==> src/rtl/bus_cmd_seq_if.sv <==
// Signal bundle between the bus command sequencer and its surroundings:
// command intake, read responses, and the master port toward the shared bus.
interface bus_cmd_seq_if #(
  parameter int ADDR_WIDTH = 10,
  parameter int DATA_WIDTH = 8
);
  logic                  cmd_valid;
  logic                  cmd_ready;
  logic                  cmd_rw_;
  logic [ADDR_WIDTH-1:0] cmd_addr;
  logic [DATA_WIDTH-1:0] cmd_data;
  logic                  rsp_valid;
  logic [DATA_WIDTH-1:0] rsp_data;
  logic [ADDR_WIDTH-1:0] bus_addr;
  logic [DATA_WIDTH-1:0] bus_wdata;
  logic [DATA_WIDTH-1:0] bus_rdata;
  logic                  bus_rw_;
  logic                  breq_;
  logic                  bgrt_;

  modport master (
    input  cmd_valid, cmd_rw_, cmd_addr, cmd_data, bus_rdata, bgrt_,
    output cmd_ready, rsp_valid, rsp_data, bus_addr, bus_wdata, bus_rw_, breq_
  );

  modport slave (
    output cmd_valid, cmd_rw_, cmd_addr, cmd_data, bus_rdata, bgrt_,
    input  cmd_ready, rsp_valid, rsp_data, bus_addr, bus_wdata, bus_rw_, breq_
  );
endinterface

==> src/rtl/bus_cmd_seq.sv <==
// Queued bus-master front end: buffers read/write commands, arbitrates for the
// shared bus with breq_/bgrt_, issues them in order and returns read data.
module bus_cmd_seq #(
  parameter int ADDR_WIDTH = 10,
  parameter int DATA_WIDTH = 8,
  parameter int DEPTH      = 4,
  parameter int HOLD_MAX   = 8
) (
  input  logic          clk,
  input  logic          reset_,
  bus_cmd_seq_if.master bif
);
  localparam int PTR_W   = $clog2(DEPTH);
  localparam int CNT_W   = $clog2(DEPTH + 1);
  localparam int HOLD_W  = $clog2(HOLD_MAX + 1);
  localparam int ENTRY_W = 1 + ADDR_WIDTH + DATA_WIDTH;
  localparam logic [CNT_W-1:0]  FULL_CNT = CNT_W'(DEPTH);
  localparam logic [HOLD_W-1:0] HOLD_LIM = HOLD_W'(HOLD_MAX);

  typedef enum logic [2:0] {IDLE, REQ, ISSUE, CAPTURE, RELEASE} state_t;

  state_t state, state_nxt, cont_state;

  logic [ENTRY_W-1:0]    fifo_mem [DEPTH];
  logic [PTR_W-1:0]      wr_ptr, rd_ptr;
  logic [CNT_W-1:0]      count;
  logic                  cmd_ready, push, pop;
  logic                  head_rw_;
  logic [ADDR_WIDTH-1:0] head_addr, cap_addr;
  logic [DATA_WIDTH-1:0] head_data;
  logic [HOLD_W-1:0]     hold_cnt;
  logic                  cap_load, hold_inc, rsp_load;
  logic                  rsp_valid;
  logic [DATA_WIDTH-1:0] rsp_data;
  logic                  breq, bus_rw;
  logic [ADDR_WIDTH-1:0] bus_addr;
  logic [DATA_WIDTH-1:0] bus_wdata;

  // Ready depends on occupancy only, so a full FIFO refuses even on a pop cycle.
  assign cmd_ready = (count != FULL_CNT);
  assign push      = bif.cmd_valid & cmd_ready;
  assign {head_rw_, head_addr, head_data} = fifo_mem[rd_ptr];

  always_ff @(posedge clk) begin
    if (push) fifo_mem[wr_ptr] <= {bif.cmd_rw_, bif.cmd_addr, bif.cmd_data};
  end

  always_ff @(posedge clk or negedge reset_) begin
    if (!reset_) begin
      wr_ptr <= '0;
      rd_ptr <= '0;
      count  <= '0;
    end else begin
      if (push) wr_ptr <= wr_ptr + 1'b1;
      if (pop)  rd_ptr <= rd_ptr + 1'b1;
      case ({push, pop})
        2'b10:   count <= count + 1'b1;
        2'b01:   count <= count - 1'b1;
        default: ;
      endcase
    end
  end

  // Where to go after a completed transaction; a same-cycle push keeps the FIFO non-empty.
  always_comb begin
    if ((count == CNT_W'(1)) && !push) cont_state = IDLE;
    else if (hold_cnt + 1'b1 == HOLD_LIM) cont_state = RELEASE;
    else cont_state = ISSUE;
  end

  always_comb begin
    state_nxt = state;
    breq      = 1'b1;
    bus_addr  = '0;
    bus_wdata = '0;
    bus_rw    = 1'b1;
    pop       = 1'b0;
    cap_load  = 1'b0;
    hold_inc  = 1'b0;
    rsp_load  = 1'b0;
    case (state)
      IDLE: begin
        if (count != '0) state_nxt = REQ;
      end
      REQ: begin
        breq = 1'b0;
        if (!bif.bgrt_) state_nxt = ISSUE;
      end
      ISSUE: begin
        breq      = 1'b0;
        bus_addr  = head_addr;
        bus_rw    = head_rw_;
        bus_wdata = head_rw_ ? '0 : head_data;
        if (bif.bgrt_) begin
          state_nxt = REQ;
        end else if (head_rw_) begin
          cap_load  = 1'b1;
          state_nxt = CAPTURE;
        end else begin
          pop       = 1'b1;
          hold_inc  = 1'b1;
          state_nxt = cont_state;
        end
      end
      CAPTURE: begin
        breq     = 1'b0;
        bus_addr = cap_addr;
        // Losing the grant here leaves the read at the FIFO head so it is replayed.
        if (bif.bgrt_) begin
          state_nxt = REQ;
        end else begin
          rsp_load  = 1'b1;
          pop       = 1'b1;
          hold_inc  = 1'b1;
          state_nxt = cont_state;
        end
      end
      RELEASE: state_nxt = REQ;
      default: state_nxt = IDLE;
    endcase
  end

  always_ff @(posedge clk or negedge reset_) begin
    if (!reset_) begin
      state     <= IDLE;
      hold_cnt  <= '0;
      rsp_valid <= 1'b0;
      rsp_data  <= '0;
    end else begin
      state <= state_nxt;
      if (state_nxt == IDLE || state_nxt == RELEASE) hold_cnt <= '0;
      else if (hold_inc) hold_cnt <= hold_cnt + 1'b1;
      rsp_valid <= rsp_load;
      if (rsp_load) rsp_data <= bif.bus_rdata;
    end
  end

  always_ff @(posedge clk) begin
    if (cap_load) cap_addr <= head_addr;
  end

  assign bif.cmd_ready = cmd_ready;
  assign bif.rsp_valid = rsp_valid;
  assign bif.rsp_data  = rsp_data;
  assign bif.breq_     = breq;
  assign bif.bus_addr  = bus_addr;
  assign bif.bus_wdata = bus_wdata;
  assign bif.bus_rw_   = bus_rw;
endmodule

==> src/flat_wrapper.sv <==
// flat-port wrapper written by rule: the top's interface ports become plain ports
module bus_cmd_seq_flat 
#(
  parameter int ADDR_WIDTH = 10,
  parameter int DATA_WIDTH = 8,
  parameter int DEPTH      = 4,
  parameter int HOLD_MAX   = 8
)
  (clk, reset_, bif_cmd_valid, bif_cmd_rw_, bif_cmd_addr, bif_cmd_data, bif_bus_rdata, bif_bgrt_, bif_cmd_ready, bif_rsp_valid, bif_rsp_data, bif_bus_addr, bif_bus_wdata, bif_bus_rw_, bif_breq_);
  bus_cmd_seq_if #(.ADDR_WIDTH(ADDR_WIDTH), .DATA_WIDTH(DATA_WIDTH)) bif_i ();
  input  logic clk;
  input  logic reset_;
  input wire logic [$bits(bif_i.cmd_valid)-1:0] bif_cmd_valid;
  input wire logic [$bits(bif_i.cmd_rw_)-1:0] bif_cmd_rw_;
  input wire logic [$bits(bif_i.cmd_addr)-1:0] bif_cmd_addr;
  input wire logic [$bits(bif_i.cmd_data)-1:0] bif_cmd_data;
  input wire logic [$bits(bif_i.bus_rdata)-1:0] bif_bus_rdata;
  input wire logic [$bits(bif_i.bgrt_)-1:0] bif_bgrt_;
  output wire logic [$bits(bif_i.cmd_ready)-1:0] bif_cmd_ready;
  output wire logic [$bits(bif_i.rsp_valid)-1:0] bif_rsp_valid;
  output wire logic [$bits(bif_i.rsp_data)-1:0] bif_rsp_data;
  output wire logic [$bits(bif_i.bus_addr)-1:0] bif_bus_addr;
  output wire logic [$bits(bif_i.bus_wdata)-1:0] bif_bus_wdata;
  output wire logic [$bits(bif_i.bus_rw_)-1:0] bif_bus_rw_;
  output wire logic [$bits(bif_i.breq_)-1:0] bif_breq_;
  assign bif_i.cmd_valid = bif_cmd_valid;
  assign bif_i.cmd_rw_ = bif_cmd_rw_;
  assign bif_i.cmd_addr = bif_cmd_addr;
  assign bif_i.cmd_data = bif_cmd_data;
  assign bif_i.bus_rdata = bif_bus_rdata;
  assign bif_i.bgrt_ = bif_bgrt_;
  assign bif_cmd_ready = bif_i.cmd_ready;
  assign bif_rsp_valid = bif_i.rsp_valid;
  assign bif_rsp_data = bif_i.rsp_data;
  assign bif_bus_addr = bif_i.bus_addr;
  assign bif_bus_wdata = bif_i.bus_wdata;
  assign bif_bus_rw_ = bif_i.bus_rw_;
  assign bif_breq_ = bif_i.breq_;
  bus_cmd_seq #(.ADDR_WIDTH(ADDR_WIDTH), .DATA_WIDTH(DATA_WIDTH), .DEPTH(DEPTH), .HOLD_MAX(HOLD_MAX)) u_core (.clk(clk), .reset_(reset_), .bif(bif_i));
endmodule
==> config.mk <==
export PLATFORM = sky130hd
export DESIGN_NAME = bus_cmd_seq_flat
export DESIGN_NICKNAME = d
export VERILOG_FILES = /design/src/rtl/bus_cmd_seq_if.sv /design/src/rtl/bus_cmd_seq.sv /design/src/flat_wrapper.sv
export SDC_FILE = /design/constraint.sdc
export NUM_CORES = 1
export LEC_CHECK = 0
export CAP_MARGIN = 20
export CORE_MARGIN = 2
export CORE_UTILIZATION = 40
export CTS_CLUSTER_DIAMETER = 120
export DETAILED_ROUTE_END_ITERATION = 10
export DONT_BUFFER_PORTS = 1
export HOLD_SLACK_MARGIN = 0.05
export SLEW_MARGIN = 20
export SYNTH_ARGS = -nofsm -noshare
export SYNTH_HDL_FRONTEND = slang
export SYNTH_SLANG_ARGS = --single-unit
export TNS_END_PERCENT = 10
==> constraint.sdc <==
create_clock -name clk -period 3.25 [get_ports clk]
set_input_delay 0.4875 -clock clk [delete_from_list [all_inputs] [get_ports clk]]
set_output_delay 0.4875 -clock clk [all_outputs]
set_load 0.005 [all_outputs]
==> results of run 1 <==
layout make-up:
type                            instances  share of cell area
Sequential cell                       109               0.655
Clock buffer                            9              0.0257
Clock inverter                          7              0.0148
Multi-Input combinational cell        131               0.246
Timing Repair Buffer                    8              0.0156
Inverter                                9             0.00700
Tap cell                              140              0.0363
per-layer routing:
layer	part of all wire	GRT usage	routed length [um]	vias to the layer above
met1	0.44	0.178	3330	1061
met2	0.49	0.210	3700	44
li1	-	-	-	985
met5	0	0	0	-
met3	0.059	0.0466	444	7
met4	0.011	0.0549	82	0
worst max-delay path by stage:
stage                startpoint                to  slack [ns]  depth (start not counted)
2_1_floorplan  u_core.rd_ptr[0]   u_core.count[2]        1.18                          6
3_3_place_gp   u_core.rd_ptr[0]  bif_bus_wdata[5]        0.98                          3
3_5_place_dp   u_core.rd_ptr[0]  bif_bus_wdata[5]        0.97                          3
4_1_cts        u_core.rd_ptr[0]  bif_bus_wdata[5]        0.55                          3
5_1_grt         u_core.state[2]  bif_bus_wdata[3]        0.44                          3
6_report       u_core.rd_ptr[0]  bif_bus_wdata[3]        0.63                          3
power breakdown:
part           internal [mW]  switching (mW)
logic                  0.525           0.676
registers               1.87           0.160
clock network          0.297           0.483
total                   2.70            1.32
what timing repair did:
item | CTS | global route
endpoints found under the hold margin | 23 | 0
hold buffers | 2 | 0
resized for setup | 0 | 0
kinds of logic (layout without fill, tap and decap cells):
family | count (synthesis) | count (layout) | share of synthesized area
flops | 109 | 109 | 0.715
buf+inv | 19 | 33 | 0.0167
mux | 29 | 29 | 0.122
fa+ha+maj | 11 | 11 | 0.0312
compound gates | 25 | 25 | 0.0379
xor+xnor | 9 | 9 | 0.0178
simple gates | 57 | 57 | 0.0598
sequential cells by signal, indices dropped and copies added (netlist names):
| signal | flops |
|---|---|
| u_core.fifo_mem | 76 |
| u_core.cap_addr | 10 |
| u_core.bif.rsp_data | 8 |
| u_core.hold_cnt | 4 |
| u_core.count | 3 |
| u_core.state | 3 |
| u_core.rd_ptr | 2 |
| u_core.wr_ptr | 2 |
| u_core.bif.rsp_valid | 1 |
per-stage QoR:
stage	instances	power, mW	util	worst slack [ns]	cell area, sq um
global placement	395	3.28	0.426	0.982	4600
finish	413	4.02	0.447	0.632	4820
floorplan	259	2.97	-	1.18	4420
global route	413	4.28	0.447	0.443	4820
detailed placement	395	3.29	0.426	0.969	4600
CTS	413	4.08	0.447	0.552	4820
cells in the mapped netlist (2+ instances only):
library cell,n
inv_1,9
nand2_1,29
mux2i_1,2
o21ai_0,3
a21oi_1,15
mux2_2,8
ha_1,11
nor2_1,7
mux4_2,19
nand3_1,2
buf_1,2
xnor2_1,5
edfxtp_1,86
nor2b_1,8
xor2_1,4
dfrtp_1,23
clkbuf_1,6
buf_2,2
and3_1,5
==> results.yml, run 1 <==
outcome:
  status: "finished, final reports clean"
setup_path:
  worstPathMaxFanout: 9
  path_buf_inv: 0
  slowest_stage: "mux4_2"
  r2r-end: "u_core.count[2]"
  cp.required_ns: 2.76
  crit_path_start_kind: "flop"
  r2r_slack_ns: 0.98
  worstPathArrival_ns: 2.13
  worst_path_largest_cell_delay_ns: 0.58
  critical-path-top-delay-family: "simple AND/OR/NAND/NOR gates"
  reg2reg_depth: 6
  rr_startpoint: "u_core.state[0]"
  critical_path.endpoint_type: "output pin"
  path_cells: "mux4_2 > or3_1 > nor2b_1"
  crit_type: "flop to output pin"
global_routing:
  antenna_found_initial: 0
  grt_pass1_vias: 2121
  gr-total-overflow: 0
  track_usage: 0.137
  grt_first_pass_wirelength_mm: 11.7
  grt_max_degree: 24
layout:
  fillCellCount: 953
  final-seq-area_sq_um: 3160
  drive_above_1_share: 0.194
  fin_nets: 310
  multi_input_area_sq_um: 1190
  syn_to_final_growth_pct: 9.18
  antenna-diode-count: 0
  layout_common_cells: "edfxtp_1, nand2_1, dfrtp_1"
  layout_commonest_cell: "edfxtp_1"
place:
  portBuffers: 0
  dpl.hpwl_mm: 4.88
  gp_congestion: 0.773
timing:
  finalCriticalPeriod_ns: 2.62
  clock-skew-final_ns: 0.0150
  rsz0062_at_grt: "false"
  min_period_over_period: 0.805
  slew-limit-headroom: 0.474
  hold_violations: 0
  whs_ns: 0.204
  max_clock_freq_mhz: 382
  setup_viol: 0
  slew_violations: 0
  max_slew.worst_pin.slew_ns: 0.787
  tns_ns: 0
synth:
  synth_seq_area_share: 0.715
  ys_types: 32
  ys_ff_latch: 109
  synth_area_per_cell_sq_um: 17.1
  ys_warn_count: 0
  synth_top_cell_by_area: "edfxtp_1"
  synth_top_area_share: 0.585
  synth_nets: 301
  postSynth.asyncResetShare: 0.211
  synthFlopType: "edfxtp_1"
  synth-edff-count: 86
  syn_area_sq_um: 4420
  synth_cells: 259
  synth_area_leaders: "edfxtp_1, dfrtp_1, mux4_2"
detailed_routing:
  vias: 2097
  final_antenna_net_count: 0
  drt-initial-drc-count: 146
  drc: 0
  wl_per_cell_um: 18.3
  wirelength_mm: 7.56
  drtPass1Iterations: 4
  via_per_inst: 5.08
floorplanning:
  initial_utilization: 0.409
  rows: 38
  core-area_sq_um: 10800
  die_w_um: 109
  pin_count: 61
  dieArea_sq_um: 11900
  die_h_um: 109
clocking:
  numCtsBuffers: 9
  cts_sinks: 109
  clkTransAtPathRegs_ns: 0.12
  clk_latency_ns: 0.37
  clk_path_buf_depth: 2
  post_cts_buffers: 0
  cts_tree: "done"
  h-tree-depth: 3
  cts_root_buffer: "clkbuf_8"
min_path:
  min_from: "bif_cmd_addr[3]"
  hold_end: "u_core.fifo_mem[1][11]"
  worstHoldPathCells: 0
  min_path_type: "input port to flop"
pwr:
  power_density_nw_per_um2: 833
  p_leak_nw: 1.69
  irDropWorstVdd_mv: 0.383
job:
  maxCapViolations: 0
Note: power is estimated with default switching activity, not from simulation.
==> run 2, diff against run 1 <==
clock period = 2.7 ns   (was 3.25 ns; I/O delays follow)
==> results.yml, run 2 (synthesis gave the netlist of run 1 again) <==
outcome:
  status: "finished, final reports clean"
timing:
  setup_viol: 0
  finalCriticalPeriod_ns: 2.52
  slew_violations: 0
  hold_violations: 0
  slew-limit-headroom: 0.508
  setup_ws_ns: 0.185
  min_period_over_period: 0.932
  max_clock_freq_mhz: 398
  whs_ns: 0.128
  clock-skew-final_ns: 0.00928
  max_slew.worst_pin.slew_ns: 0.736
  tns_ns: 0
  rsz0062_at_grt: "false"
clocking:
  cts_root_buffer: "clkbuf_8"
  post_cts_buffers: 0
  h-tree-depth: 3
  cts_sinks: 109
  cts_resized: 0
  clk_latency_ns: 0.36
  cts_tree: "done"
  numCtsBuffers: 9
  clk_path_buf_depth: 2
  clkTransAtPathRegs_ns: 0.10
detailed_routing:
  vias: 2115
  final_antenna_net_count: 0
  drt-initial-drc-count: 125
  via_per_inst: 5.06
  wl_per_cell_um: 18.3
  drc: 0
  drtPass1Iterations: 4
  wirelength_mm: 7.66
place:
  dp.cells: 400
  postPlaceCellArea_sq_um: 4640
  gp_congestion: 0.734
  portBuffers: 0
  pre_cts_slack_ns: 0.519
  dpl.hpwl_mm: 4.90
floorplanning:
  core-area_sq_um: 10800
  initial_utilization: 0.409
  die_w_um: 109
  dieArea_sq_um: 11900
  rows: 38
  pin_count: 61
  die_h_um: 109
layout:
  layout_commonest_cell: "edfxtp_1"
  stdcell_area_sq_um: 4820
  top_register: "u_core.fifo_mem"
  largest_reg_flops: 76
  multi_input_area_sq_um: 1190
  fin_nets: 315
  syn_to_final_growth_pct: 9.15
  antenna-diode-count: 0
  final-seq-area_sq_um: 3160
  drive_above_1_share: 0.201
  layout_common_cells: "edfxtp_1, nand2_1, dfrtp_1"
  fillCellCount: 950
  stdcell_count: 418
  reg_top3: "u_core.fifo_mem: 76 flops, u_core.cap_addr: 10 flops, u_core.bif.rsp_data: 8 flops"
setup_path:
  worst_path_largest_cell_delay_ns: 0.58
  worstPathMaxFanout: 9
  critical_path.endpoint_type: "output pin"
  cp.required_ns: 2.30
  path_cells: "mux4_2 > or3_1 > nor2b_1"
  slowest_stage: "mux4_2"
  worstPathArrival_ns: 2.11
  crit_type: "flop to output pin"
  crit_path_start_kind: "flop"
global_routing:
  gr-total-overflow: 0
  track_usage: 0.140
  grt_pass1_vias: 2237
  antenna_found_initial: 0
  grt_first_pass_wirelength_mm: 12.0
  grt_max_degree: 24
pwr:
  power_density_nw_per_um2: 997
  p_leak_nw: 1.70
  irDropWorstVdd_mv: 0.368
job:
  maxCapViolations: 0
min_path:
  min_path_type: "input port to flop"
run 2: stage by stage:
stage / utilization / total power, mW
after detailed placement: 0.430 / 3.99
after global routing: 0.447 / 5.12
after CTS: 0.446 / 4.89
after global placement: 0.430 / 3.96
after floorplan: - / 3.57
final: 0.447 / 4.81
run 2: path summary, 6_finish.rpt:
| kind | from | end | slack (ns) | cells past startpoint |
|---|---|---|---|---|
| max | u_core.rd_ptr[0] | bif_bus_wdata[3] | 0.18 | 3 |
| min | bif_cmd_data[0] | u_core.fifo_mem[1][0] | 0.13 | 0 |
| max reg2reg | u_core.rd_ptr[0] | u_core.count[2] | 0.70 | 6 |
| min reg2reg | u_core.count[1] | u_core.count[1] | 0.54 | 2 |
| max in group asynchronous | reset_ | u_core.wr_ptr[0] | 1.79 | 2 |
| min in group asynchronous | reset_ | u_core.bif.rsp_data[4] | 0.55 | 2 |
run 2: power by group:
part / switching, mW / total, mW / internal (mW)
Clock: 0.550 / 0.894 / 0.344
Sequential: 0.179 / 2.44 / 2.26
Combinational: 0.820 / 1.48 / 0.659
Total: 1.55 / 4.81 / 3.26
run 2: per-layer routing:
| layer | vias to the layer above | GRT usage | wire (um) |
|---|---|---|---|
| met5 | - | 0 | 0 |
| met1 | 1070 | 0.183 | 3470 |
| met3 | 7 | 0.0472 | 465 |
| met4 | 0 | 0.0549 | 95 |
| met2 | 44 | 0.217 | 3630 |
| li1 | 994 | - | - |
run 2: final cells by class:
class	instances	share of cell area
multi-input combinational	131	0.246
clock inverter	6	0.00908
timing repair buffer	13	0.0202
clock buffer	10	0.0265
sequential	109	0.655
inverter	9	0.00701
tap	140	0.0363
run 2: what timing repair did:
| action | 4_1_cts | 5_1_grt |
|---|---|---|
| endpoints found under the hold margin | 23 | 23 |
| hold buffers | 1 | 1 |
| setup endpoints to repair | 0 | 0 |
run 2: critical path: cells and delay by family (launching register included):
family	cells	cell delay, ns
flip-flops	1	0.38
multiplexers	1	0.58
AND/OR/NAND/NOR	2	0.79
